<file path="config.mk">
export PLATFORM = sky130hd
export DESIGN_NAME = barrett_reducer_pipe
export DESIGN_NICKNAME = d
export VERILOG_FILES = /design/src/rtl/barrett_reducer_pipe.sv
export SDC_FILE = /design/constraint.sdc
export NUM_CORES = 1
export LEC_CHECK = 0
export ABC_AREA = 1
export BUFFER_PORTS_ARGS = -buffer_cell sky130_fd_sc_hd__buf_2
export CAP_MARGIN = 20
export CORE_UTILIZATION = 40
export DETAILED_ROUTE_END_ITERATION = 16
export GPL_TIMING_DRIVEN = 0
export PLACE_DENSITY_LB_ADDON = 0.1
export SLEW_MARGIN = 20
export SYNTH_ARGS = -nofsm -noshare
export SYNTH_HDL_FRONTEND = slang
export SYNTH_SLANG_ARGS = --single-unit
export TNS_END_PERCENT = 100
</file>
<file path="constraint.sdc">
create_clock -name clk_i -period 13.1 [get_ports clk_i]
set_input_delay 2.62 -clock clk_i [delete_from_list [all_inputs] [get_ports clk_i]]
set_output_delay 2.62 -clock clk_i [all_outputs]
set_load 0.01 [all_outputs]
</file>
<file path="src/rtl/barrett_reducer_pipe.sv">
// Three-stage pipelined Barrett reducer: maps an IN_W-bit operand to a mod Q, optionally negated,
// with a pass-through tag. All stages shift together on a single advance strobe.
module barrett_reducer_pipe #(
    parameter int unsigned Q     = 12289,
    parameter int unsigned IN_W  = 32,
    parameter int unsigned OUT_W = 14,
    parameter int unsigned TAG_W = 8
) (
    input  logic             clk_i,
    input  logic             rst_i,
    input  logic             en_i,
    input  logic             in_valid_i,
    output logic             in_ready_o,
    input  logic [IN_W-1:0]  a_i,
    input  logic             neg_i,
    input  logic [TAG_W-1:0] tag_in_i,
    output logic             out_valid_o,
    input  logic             out_ready_i,
    output logic [OUT_W-1:0] result_o,
    output logic [TAG_W-1:0] tag_out_o,
    output logic             out_neg_o
);

    localparam int unsigned K   = IN_W;
    localparam int unsigned KW  = K + 1;
    localparam int unsigned QEW = IN_W + 1;
    localparam int unsigned RW  = OUT_W + 2;
    localparam int unsigned XW  = IN_W + RW;
    localparam int unsigned PW  = IN_W + K + 1;

    localparam logic [K:0]    Pow2K = {1'b1, {K{1'b0}}};
    localparam logic [K:0]    M     = Pow2K / KW'(Q);
    localparam logic [XW-1:0] QX    = XW'(Q);
    localparam logic [RW-1:0] QR    = RW'(Q);
    localparam logic [RW-1:0] Q2R   = RW'(2 * Q);

    if (Q <= 2) begin : g_q_too_small
        $error("barrett_reducer_pipe: Q must be greater than 2");
    end
    if (64'(Q) >= (64'd1 << OUT_W)) begin : g_q_too_large
        $error("barrett_reducer_pipe: Q must be below 2**OUT_W");
    end
    if (IN_W < OUT_W) begin : g_in_w_too_small
        $error("barrett_reducer_pipe: IN_W must be at least OUT_W");
    end

    logic v1_q, v2_q, v3_q;
    logic adv;

    assign adv         = en_i & (~v3_q | out_ready_i);
    assign in_ready_o  = adv;
    assign out_valid_o = v3_q;

    always_ff @(posedge clk_i or posedge rst_i) begin
        if (rst_i) begin
            v1_q <= 1'b0;
            v2_q <= 1'b0;
            v3_q <= 1'b0;
        end else if (adv) begin
            v1_q <= in_valid_i;
            v2_q <= v1_q;
            v3_q <= v2_q;
        end
    end

    // Stage 1: quotient estimate qe = floor(a * M / 2^K).
    logic [IN_W-1:0]  a1_q;
    logic [QEW-1:0]   qe1_d, qe1_q;
    logic             neg1_q;
    logic [TAG_W-1:0] tag1_q;

    assign qe1_d = QEW'((PW'(a_i) * PW'(M)) >> K);

    always_ff @(posedge clk_i or posedge rst_i) begin
        if (rst_i) begin
            a1_q   <= '0;
            qe1_q  <= '0;
            neg1_q <= 1'b0;
            tag1_q <= '0;
        end else if (adv && in_valid_i) begin
            a1_q   <= a_i;
            qe1_q  <= qe1_d;
            neg1_q <= neg_i;
            tag1_q <= tag_in_i;
        end
    end

    // Stage 2: the true remainder is below 3Q, so RW bits of the wrapped difference suffice.
    logic [RW-1:0]    r2_d, r2_q;
    logic             neg2_q;
    logic [TAG_W-1:0] tag2_q;

    assign r2_d = RW'(XW'(a1_q) - XW'(qe1_q) * QX);

    always_ff @(posedge clk_i or posedge rst_i) begin
        if (rst_i) begin
            r2_q   <= '0;
            neg2_q <= 1'b0;
            tag2_q <= '0;
        end else if (adv && v1_q) begin
            r2_q   <= r2_d;
            neg2_q <= neg1_q;
            tag2_q <= tag1_q;
        end
    end

    // Stage 3: final correction into [0, Q) and optional negation; zero stays zero.
    logic [RW-1:0]    s3;
    logic [RW-1:0]    res3;
    logic [OUT_W-1:0] result_d, result_q;
    logic [TAG_W-1:0] tag3_q;
    logic             neg3_q;

    always_comb begin
        s3 = r2_q;
        if (r2_q >= Q2R) begin
            s3 = r2_q - Q2R;
        end else if (r2_q >= QR) begin
            s3 = r2_q - QR;
        end
        res3 = s3;
        if (neg2_q && (s3 != '0)) begin
            res3 = QR - s3;
        end
        result_d = OUT_W'(res3);
    end

    always_ff @(posedge clk_i or posedge rst_i) begin
        if (rst_i) begin
            result_q <= '0;
            tag3_q   <= '0;
            neg3_q   <= 1'b0;
        end else if (adv && v2_q) begin
            result_q <= result_d;
            tag3_q   <= tag2_q;
            neg3_q   <= neg2_q;
        end
    end

    assign result_o  = result_q;
    assign tag_out_o = tag3_q;
    assign out_neg_o = neg3_q;

endmodule
</file>
# Yosys cells after proc, flatten, opt, wreduce, memory -nomap -nowiden
# Cells that the tools add are included.
# classes
n_bitwise,3
n_mul,2
reduce_logical,5
n_lt_le_gt_ge,2
mux,3
n_addsub,4
# op_table
cell,count
32-bit by 16-bit multiplier with 48-bit output (second input constant),1
16-bit two-way mux,2
19-bit by 14-bit multiplier with 16-bit output (second input constant),1
16-bit by 14-bit greater-or-equal comparator with 1-bit output (second input constant),1
16-bit by 15-bit greater-or-equal comparator with 1-bit output (second input constant),1
16-bit nonzero test,1
16-bit by 14-bit subtractor with 16-bit output (second input constant),1
16-bit by 15-bit subtractor with 16-bit output (second input constant),1
16-bit subtractor,1
14-bit two-way mux,1
14-bit subtractor (first input constant),1
1-bit logical AND,4
1-bit AND,1
1-bit NOT,1
1-bit OR,1
# word_totals
word_cells,32
ff_bits,95
in_bits,46

# Depth between registers and ports, before layout
# Gate-level depths: netlist (run 1).
# depth
ltp_word,6
ltp_mapped,25
ltp_nobuf,25

# Least setup slack after synthesis (run 1)
# OpenSTA, ideal clock, no wires.
# synth_path
path_type,input to register
startpoint,input port a_i[1]
endpoint,register qe1_q[4]
arrival_ns,7.244
path_stages,22
slack_ns,5.738
cell_sequence,ha_1 inv_1 fa_1 fa_1 inv_1 fa_1 fa_1 inv_1 fa_1 inv_1 ha_1 a21oi_1 inv_1 nor2_1 a21boi_0 a21boi_0 o21ai_0 nand3_1 nand2_1 or2_2 nand3_1 nand2_1
# synth_via
elab_chain_len,1
# synth_rtl
item,line,source
from (decl),14,"input logic [IN_W-1:0] a_i,"
32-bit by 16-bit multiplier with 48-bit output,72,assign qe1_d = QEW'((PW'(a_i) * PW'(M)) >> K);
to (signal assigned),82,qe1_q <= qe1_d;
to (decl),68,"logic [QEW-1:0] qe1_d, qe1_q;"
# No other way between the ends.
# A chain may end at the register's enable or synchronous reset.

# Worst setup path in the final report (run 1)
# layout_path
startpoint,input port a_i[7]
endpoint,register qe1_q[8]
# The elaborated chain is that of the path after synthesis.

==> summary.md, run 1 <==
| Metric | Value |
|---|---|
| WL/cell | 15.7 um |
| Port bufs | 70 |
| RSZ-0062 raised after global routing | no |
| Initial antenna violation count | 0 |
| CP Capture Type | flop |
| Die area | 0.0417 mm^2 |
| Final setup violation count | 0 |
| # resized after CTS | 0 |
| Row Count | between 70 and 80 |
| Top-count cell post-synth | inv_1 |
| Reg area | 0.00230 mm^2 |
| Sequential share of the synthesized area | 14.1% |
| Skew final | 0.0142 ns |
| Remaining routing DRC violations | 0 |
| Met2 track demand over resource | 38.7% |
| Max H-tree Level | 3 |
| Area Overhead vs Synth | 8.27% |
| Count of cell types in the netlist | 42 |
| Post-CTS setup buffer count | 0 |
| Post-synth EDFFs | 0 |
| Total number of vias | between 10k and 15k |
| Pins Over Slew Limit | 0 |
| Most frequent CP cell | fa_1 |
| DRT Wirelength | 42100 um |
| Initial Utilization | approximately 40% |
| Worst EP required | 13.34 ns |
| CTS tree | yes |
| DP Wirelength | about 37000 um |
| Largest net degree at the start of global routing | 75 |
| Global-route met3 utilization | around 1.8% |
| Final #Nets | ~2.7k |
| Sum of negative setup slack | 0 ns |
| Aggregate global routing overflow | 0 |
| Die Width | 204 um |
| Startpoint Class | input pin |
| Worst Tran Pin Value | between 0.6 and 0.7 ns |
| Sink Count | 92 |
| Clock Path Buffers | 2 |
| FFs w/ async S/R, synth | 100% |
| YS warnings | 0 |
| Routed Antenna Nets | 0 |
| Initial DRC Count | between 400 and 500 |
| Clock Tree Root | clkbuf_16 |
| Syn_area_per_cell | 7.90 um^2 |
| Vias per cell | 4.79 |
| Mapped Nets | 2579 |
| Diodes inserted | 0 |
| Clock transition at path regs | 0.08 ns |
| Synth top area share | 24.1% |
| Fin crit period | 7.83 ns |
| CORE AREA | 0.0400 mm^2 |
| GR Util met1 | 27.1% |
| Vias in the first global route | 13.8k |
| Layout cells sized above 1 | 7.24% |
| Post-synth top flop | dfrtp_1 |
| Setup Crit Path Kind | input pin to flop |
| Count of final hold-check violations | 0 |
| Status | finished, final reports clean |
| Commonest cells in the netlist | 549 x inv_1, 388 x nand2_1, 269 x ha_1 |
| Num CTS Buffers | 9 |
| Achievable Freq | 0.128 GHz |
| GPL Wtd Cong | between 0.9 and 1 |
| Grt peak-use layer | met2 |
| DP Cell Count | 2663 |
| Worst min-delay path class | flop to flop |
| Cell taking the most area after synthesis | fa_1 |
| Synth top area cells | fa_1 24%, ha_1 21%, dfrtp_1 14% |
| TritonRoute pass-1 iters | 5 |
| I/O pins | 71 |
| Period utilization | 59.8% |
| Worst-path fanout max | 8 |
| Clk_lat worst skew | 0.36 ns |
| Cell count after synthesis | a little over 2k |
| Max Cap Viol | 0 |
| First-pass GRT wire length | roughly 70000 um |
| Multi-input logic area | 0.0118 mm^2 |
| Fill cells | 4198 |
| Fin cells | roughly 2.7k |
| Worst rel slew slack | 54.1% |
| Slowest stage delay, CP | 0.57 ns |
| Hold-fix buffers at CTS | 0 |
| Crit path max-delay cell type | fa_1 |
| Crit-path cells | buf_2, ha_1, inv_1, fa_1, fa_1, inv_1, fa_1, fa_1, inv_1, fa_1, inv_1, ha_1, a21oi_1, o21ai_0, nand2_1, a21oi_1, a211oi_1, nand3_1, or2_2, nand3_1, nand2_1 |
| Synth Cell Area | 0.0163 mm^2 |
| Yosys reg bits | just over 90 |
| Worst EP arrival | 8.07 ns |
| Die Height | 204 um |
| Total track usage | ~21% |
## final cells by class
| type | count | area share [%] |
|---|---|---|
| multi-input combinational | 1394 | 66.7 |
| sequential | 92 | 13.0 |
| inverter | 555 | 11.8 |
| tap | 525 | 3.71 |
| timing repair buffer | 71 | 2.14 |
| clock buffer | 9 | 1.27 |
| buffer | 26 | 0.870 |
| clock inverter | 7 | 0.488 |
## state kept, by name (all words and copies together), names as in the netlist, 8 cells and up
register   cells
tag2_q         8
result_o      14
tag_out_o      8
a1_q          16
r2_q          16
qe1_q         16
tag1_q         8
## kinds of logic (layout without fill, tap and decap cells)
logic type                 after synthesis  count (layout)  synth area share, %
and+or+nand+nor                        660             660                 17.6
buffers and inverters                  581             668                 13.7
adders and majority gates              466             466                 44.7
AOI/OAI and AO/OA                      227             227                 7.70
DFF                                     92              92                 14.1
xor gates and xnor gates                41              41                 2.20
## stage by stage
stage               util (%)  setup WS, ns  hold WS [ns]  area, um^2
finish                  44.2          5.27         0.479       17700
global route            44.2          5.02         0.500       17700
CTS                     44.2          5.30         0.486       17700
detailed placement      43.4          4.95         0.464       17400
global placement        43.4          4.93         0.460       17300
floorplan                  -          5.74         0.449       16300
## cell usage in the layout (no fill, tap or decap), types with 6 or more instances in the layout
cell / instances
a21oi_1: 70
nand2_2: 15
nand3_1: 80
o21ai_1: 7
inv_1: 548
buf_2: 73
nand2_1: 388
xor2_1: 27
xnor2_1: 14
clkbuf_1: 13
nor2_4: 6
nand4_1: 19
o21ai_0: 109
fa_1: 197
dfrtp_1: 92
ha_1: 269
clkbuf_16: 9
nor3_1: 15
nor2_1: 97
or2_2: 18
buf_6: 6
o21bai_1: 8
a31oi_1: 7
a21o_1: 6
## metal layers
layer  vias to the layer above  routed length (um)
li1                       6492                   -
met1                      6148               19400
met2                       124               20900
met3                        58                 664
met4                         0                1110
met5                         -                   0
## path summary, 6_finish.rpt
check,from,end,slack [ns],depth (start not counted)
max in group asynchronous,rst_i,a1_q[3],10.29,3
setup reg to reg,qe1_q[0],r2_q[15],8.17,20
setup / recovery,a_i[7],qe1_q[8],5.27,21
hold / removal,result_o[7],result_o[7],0.48,2
hold reg to reg,result_o[7],result_o[7],0.48,2
min in group asynchronous,rst_i,out_valid_o,2.19,2
## worst max-delay path: cells and delay by family
| kind | cells | cell delay (ns) |
|---|---|---|
| simple gates | 5 | 0.81 |
| fa+ha+maj | 7 | 3.29 |
| compound gates | 4 | 0.82 |
| buf+inv | 5 | 0.53 |
Power of run 1 is not shown: default switching activity piles up to over one toggle a cycle in this logic, so the estimate is an artifact.
==> inputs of run 2 (changes only) <==
Settings changed: ABC_AREA 1 to 0.
Clock period 13.1 ns to 7.3 ns, I/O delays scaled along.
==> run 2 against run 1 <==
Effect of this change: synthesized cell count decreased by 26%; final cell count shrank 22%; non-clock buffer count decreased by 1; worst hold slack better by 0.0012 ns; die area shrank 10%; global-route usage is 3.1 points lower; first-iteration DRC count decreased by 50%; synthesized area is 10% lower; sequential share of layout area rose by 1.3 points; register-to-register slack worse by 6.1 ns; critical path type unchanged.
==> summary.md, run 2 <==
| Metric | Value |
|---|---|
| Status | finished, final reports clean |
| TritonRoute pass-1 iters | 4 (-1) |
| Synth Cell Area | 0.0147 mm^2 (-10%) |
| Worst min-delay path class | flop to flop |
| Worst EP required | 7.51 ns (-5.83 ns) |
| First-pass GRT wire length | 54700 um (-22%) |
| Synth top area cells | fa_1 27%, ha_1 23%, dfrtp_1 16% |
| Initial antenna violation count | 0 (unchanged) |
| Max H-tree Level | 3 (unchanged) |
| Max Cap Viol | 0 (unchanged) |
| Worst Reg2Reg Path Length in Cells | 20 (unchanged) |
| Top flop regs | a1_q x16, qe1_q x16, r2_q x16 |
| Commonest non-fill, non-tap cells in the layout | 450 x inv_1, 268 x ha_1, 196 x fa_1, 92 x dfrtp_1, 89 x nand2_1 |
| Worst rel slew slack | 49.2% (-4.9 points) |
| Clk_lat worst skew | 0.35 ns (about the same) |
| Row Count | 69 (-5.5%) |
| Total number of vias | 9968 (-22%) |
| WL/cell | 15.5 um (-1.5%) |
| Area Overhead vs Synth | 9.23% |
| Sequential share of the synthesized area | 15.7% (+1.6 points) |
| Port bufs | 70 (unchanged) |
| Crit-path cells | clkbuf_4, ha_1, inv_1, fa_1, fa_1, inv_1, fa_1, fa_1, inv_1, fa_1, inv_1, ha_1, a21oi_2, nand3b_1, o211ai_1, buf_4, a21boi_0, a211oi_2, a31oi_2, a211oi_2, a21oi_1, xnor2_1, o21ai_0 |
| Diodes inserted | 0 (unchanged) |
| CP Launch Point | a_i[10] |
| DP Wirelength | 27800 um (-24%) |
| CP Capture Type | flop |
| Worst Tran Pin Value | 0.762 ns (+0.0736 ns) |
| Commonest cells in the netlist | 451 x inv_1, 269 x ha_1, 197 x fa_1 |
| DRT Wirelength | 32200 um (-24%) |
| Final #Nets | 2124 (-20%) |
| Vias in the first global route | 10.6k (-23%) |
| Setup Crit Path Kind | input pin to flop |
| Die Height | 194 um (-5.1%) |
| Top-count cell post-synth | inv_1 |
| Fin cells | 2078 (-22%) |
| Num CTS Buffers | 9 (unchanged) |
| Pins Over Slew Limit | 0 (unchanged) |
| Aggregate global routing overflow | 0 (unchanged) |
| Initial Utilization | 41.0% (+0.17 points) |
| FFs w/ async S/R, synth | 100% (unchanged) |
| Commonest non-fill, non-tap cell in the layout | inv_1 |
| Die Width | 194 um (-5.1%) |
| Startpoint Class | input pin |
| YS warnings | 0 (unchanged) |
| Layout cells sized above 1 | 10.2% (+3.0 points) |
| Synth top area share | 26.8% (+2.7 points) |
| Hold path startpoint | a1_q[5] |
| Clock Tree Root | clkbuf_16 |
| Clock Path Buffers | 2 (unchanged) |
| Crit path max-delay cell type | fa_1 |
| Post-synth EDFFs | 0 (unchanged) |
| Initial DRC Count | 245 (-50%) |
| Worst-path fanout max | 7 (-1) |
| GPL Wtd Cong | 0.868 (-9.5%) |
| Post-synth top flop | dfrtp_1 |
| Count of final hold-check violations | 0 (unchanged) |
| Final setup violation count | 0 (unchanged) |
| Yosys reg bits | 92 (unchanged) |
| Skew final | 0.0151 ns (+0.000902 ns) |
| Achievable Freq | 0.142 GHz |
| Clock transition at path regs | 0.07 ns (about the same) |
| Critical R2R Launch | qe1_q[0] |
| CTS tree | yes |
| Slowest stage delay, CP | 0.56 ns (about the same) |
| Die area | 0.0375 mm^2 (-10%) |
| Hold path cells | 2 (unchanged) |
| Sink Count | 92 (unchanged) |
| I/O pins | 71 (unchanged) |
| DP Cell Count | 2060 (-23%) |
| Syn_area_per_cell | 9.61 um^2 (+22%) |
| Mapped Nets | 2040 (-21%) |
| Count of cell types in the netlist | 69 (+64%) |
| Routed Antenna Nets | 0 (unchanged) |
| Fin crit period | 7.03 ns |
| Most frequent CP cell | fa_1 |
| Hold EP | a1_q[5] |
| Remaining routing DRC violations | 0 (unchanged) |
| CP delay by family, top | adder cells |
| CORE AREA | 0.0358 mm^2 (-10%) |
| Worst path bufs/invs | 6 (+1) |
| Worst EP arrival | 7.24 ns (-0.83 ns) |
| Total track usage | 18.4% (-3.1 points) |
| Reg2reg end | r2_q[11] |
| Cell count after synthesis | 1528 (-26%) |
| Flop2flop setup slack | 2.08 ns (-6.09 ns) |
| Period utilization | 96.3% |
| Largest net degree at the start of global routing | 50 (-33%) |
| Vias per cell | 4.80 (+0.23%) |
| Cell taking the most area after synthesis | fa_1 |
[run 2: per-layer routing]
| metal | track usage (%) | wire (um) | part of all wire (%) | vias up |
|---|---|---|---|---|
| met5 | 0 | 0 | 0 | - |
| met4 | 1.78 | 114 | 0.35 | 0 |
| met3 | 1.34 | 686 | 2.1 | 7 |
| met2 | 32.4 | 15800 | 49 | 85 |
| met1 | 25.4 | 15600 | 48 | 4906 |
| li1 | - | - | - | 4970 |
[run 2: through the flow]
stage	TNS [ns]	setup slack (ns)	hold slack (ns)	utilization, %	cell area, um^2
floorplan	0	0.454	0.446	-	14700
global placement	-2.49	-0.699	0.462	43.6	15600
detailed placement	-2.53	-0.706	0.470	43.7	15600
CTS	0	0.0454	0.487	44.6	16000
global route	-0.0625	-0.0354	0.510	44.8	16000
finish	0	0.273	0.480	44.8	16000
[run 2: worst reg2reg max path: cells and delay by family (launching register included)]
family                     cells  cell delay (ns)
AOI/OAI and AO/OA              9             1.61
xor gates and xnor gates       1             0.19
adders and majority gates      7             2.67
buffers and inverters          3             0.16
DFF                            1             0.46
[run 2: how the worst max path moves through the flow]
stage / endpoint / slack (ns) / cells past startpoint
2_1_floorplan: qe1_q[15] / 0.45 / 21
3_3_place_gp: qe1_q[15] / -0.70 / 22
3_5_place_dp: qe1_q[15] / -0.71 / 22
4_1_cts: qe1_q[15] / 0.05 / 22
5_1_grt: qe1_q[15] / -0.04 / 23
6_report: qe1_q[15] / 0.27 / 23
[run 2: timing repair]
| action | in CTS | in global routing |
|---|---|---|
| hold buffers | 0 | 0 |
| pin swaps | 1 | 6 |
| endpoints found under the setup margin | 4 | 4 |
| gates resized for setup | 2 | 14 |
| setup buffers | 0 | 2 |
| hold endpoints to repair | 0 | 0 |
[run 2: logic make-up (layout without fill, tap and decap cells)]
group,after synthesis,count (layout),share of synthesized area (%)
buffers and inverters,474,563,12.2
adders and majority gates,466,466,49.8
and+or+nand+nor,200,200,7.00
AOI/OAI and AO/OA,197,197,8.73
DFF,92,92,15.7
xor gates and xnor gates,60,60,3.63
muxes,39,39,2.96
[run 2: layout make-up]
cell class,instances,area [um^2]
fill,3568,19800
multi-input combinational,962,10600
sequential,92,2300
inverter,451,1700
tap,461,577
timing repair buffer,73,405
clock buffer,9,225
buffer,23,106
clock inverter,7,91.3
Power of run 2 is left out for the same reason.
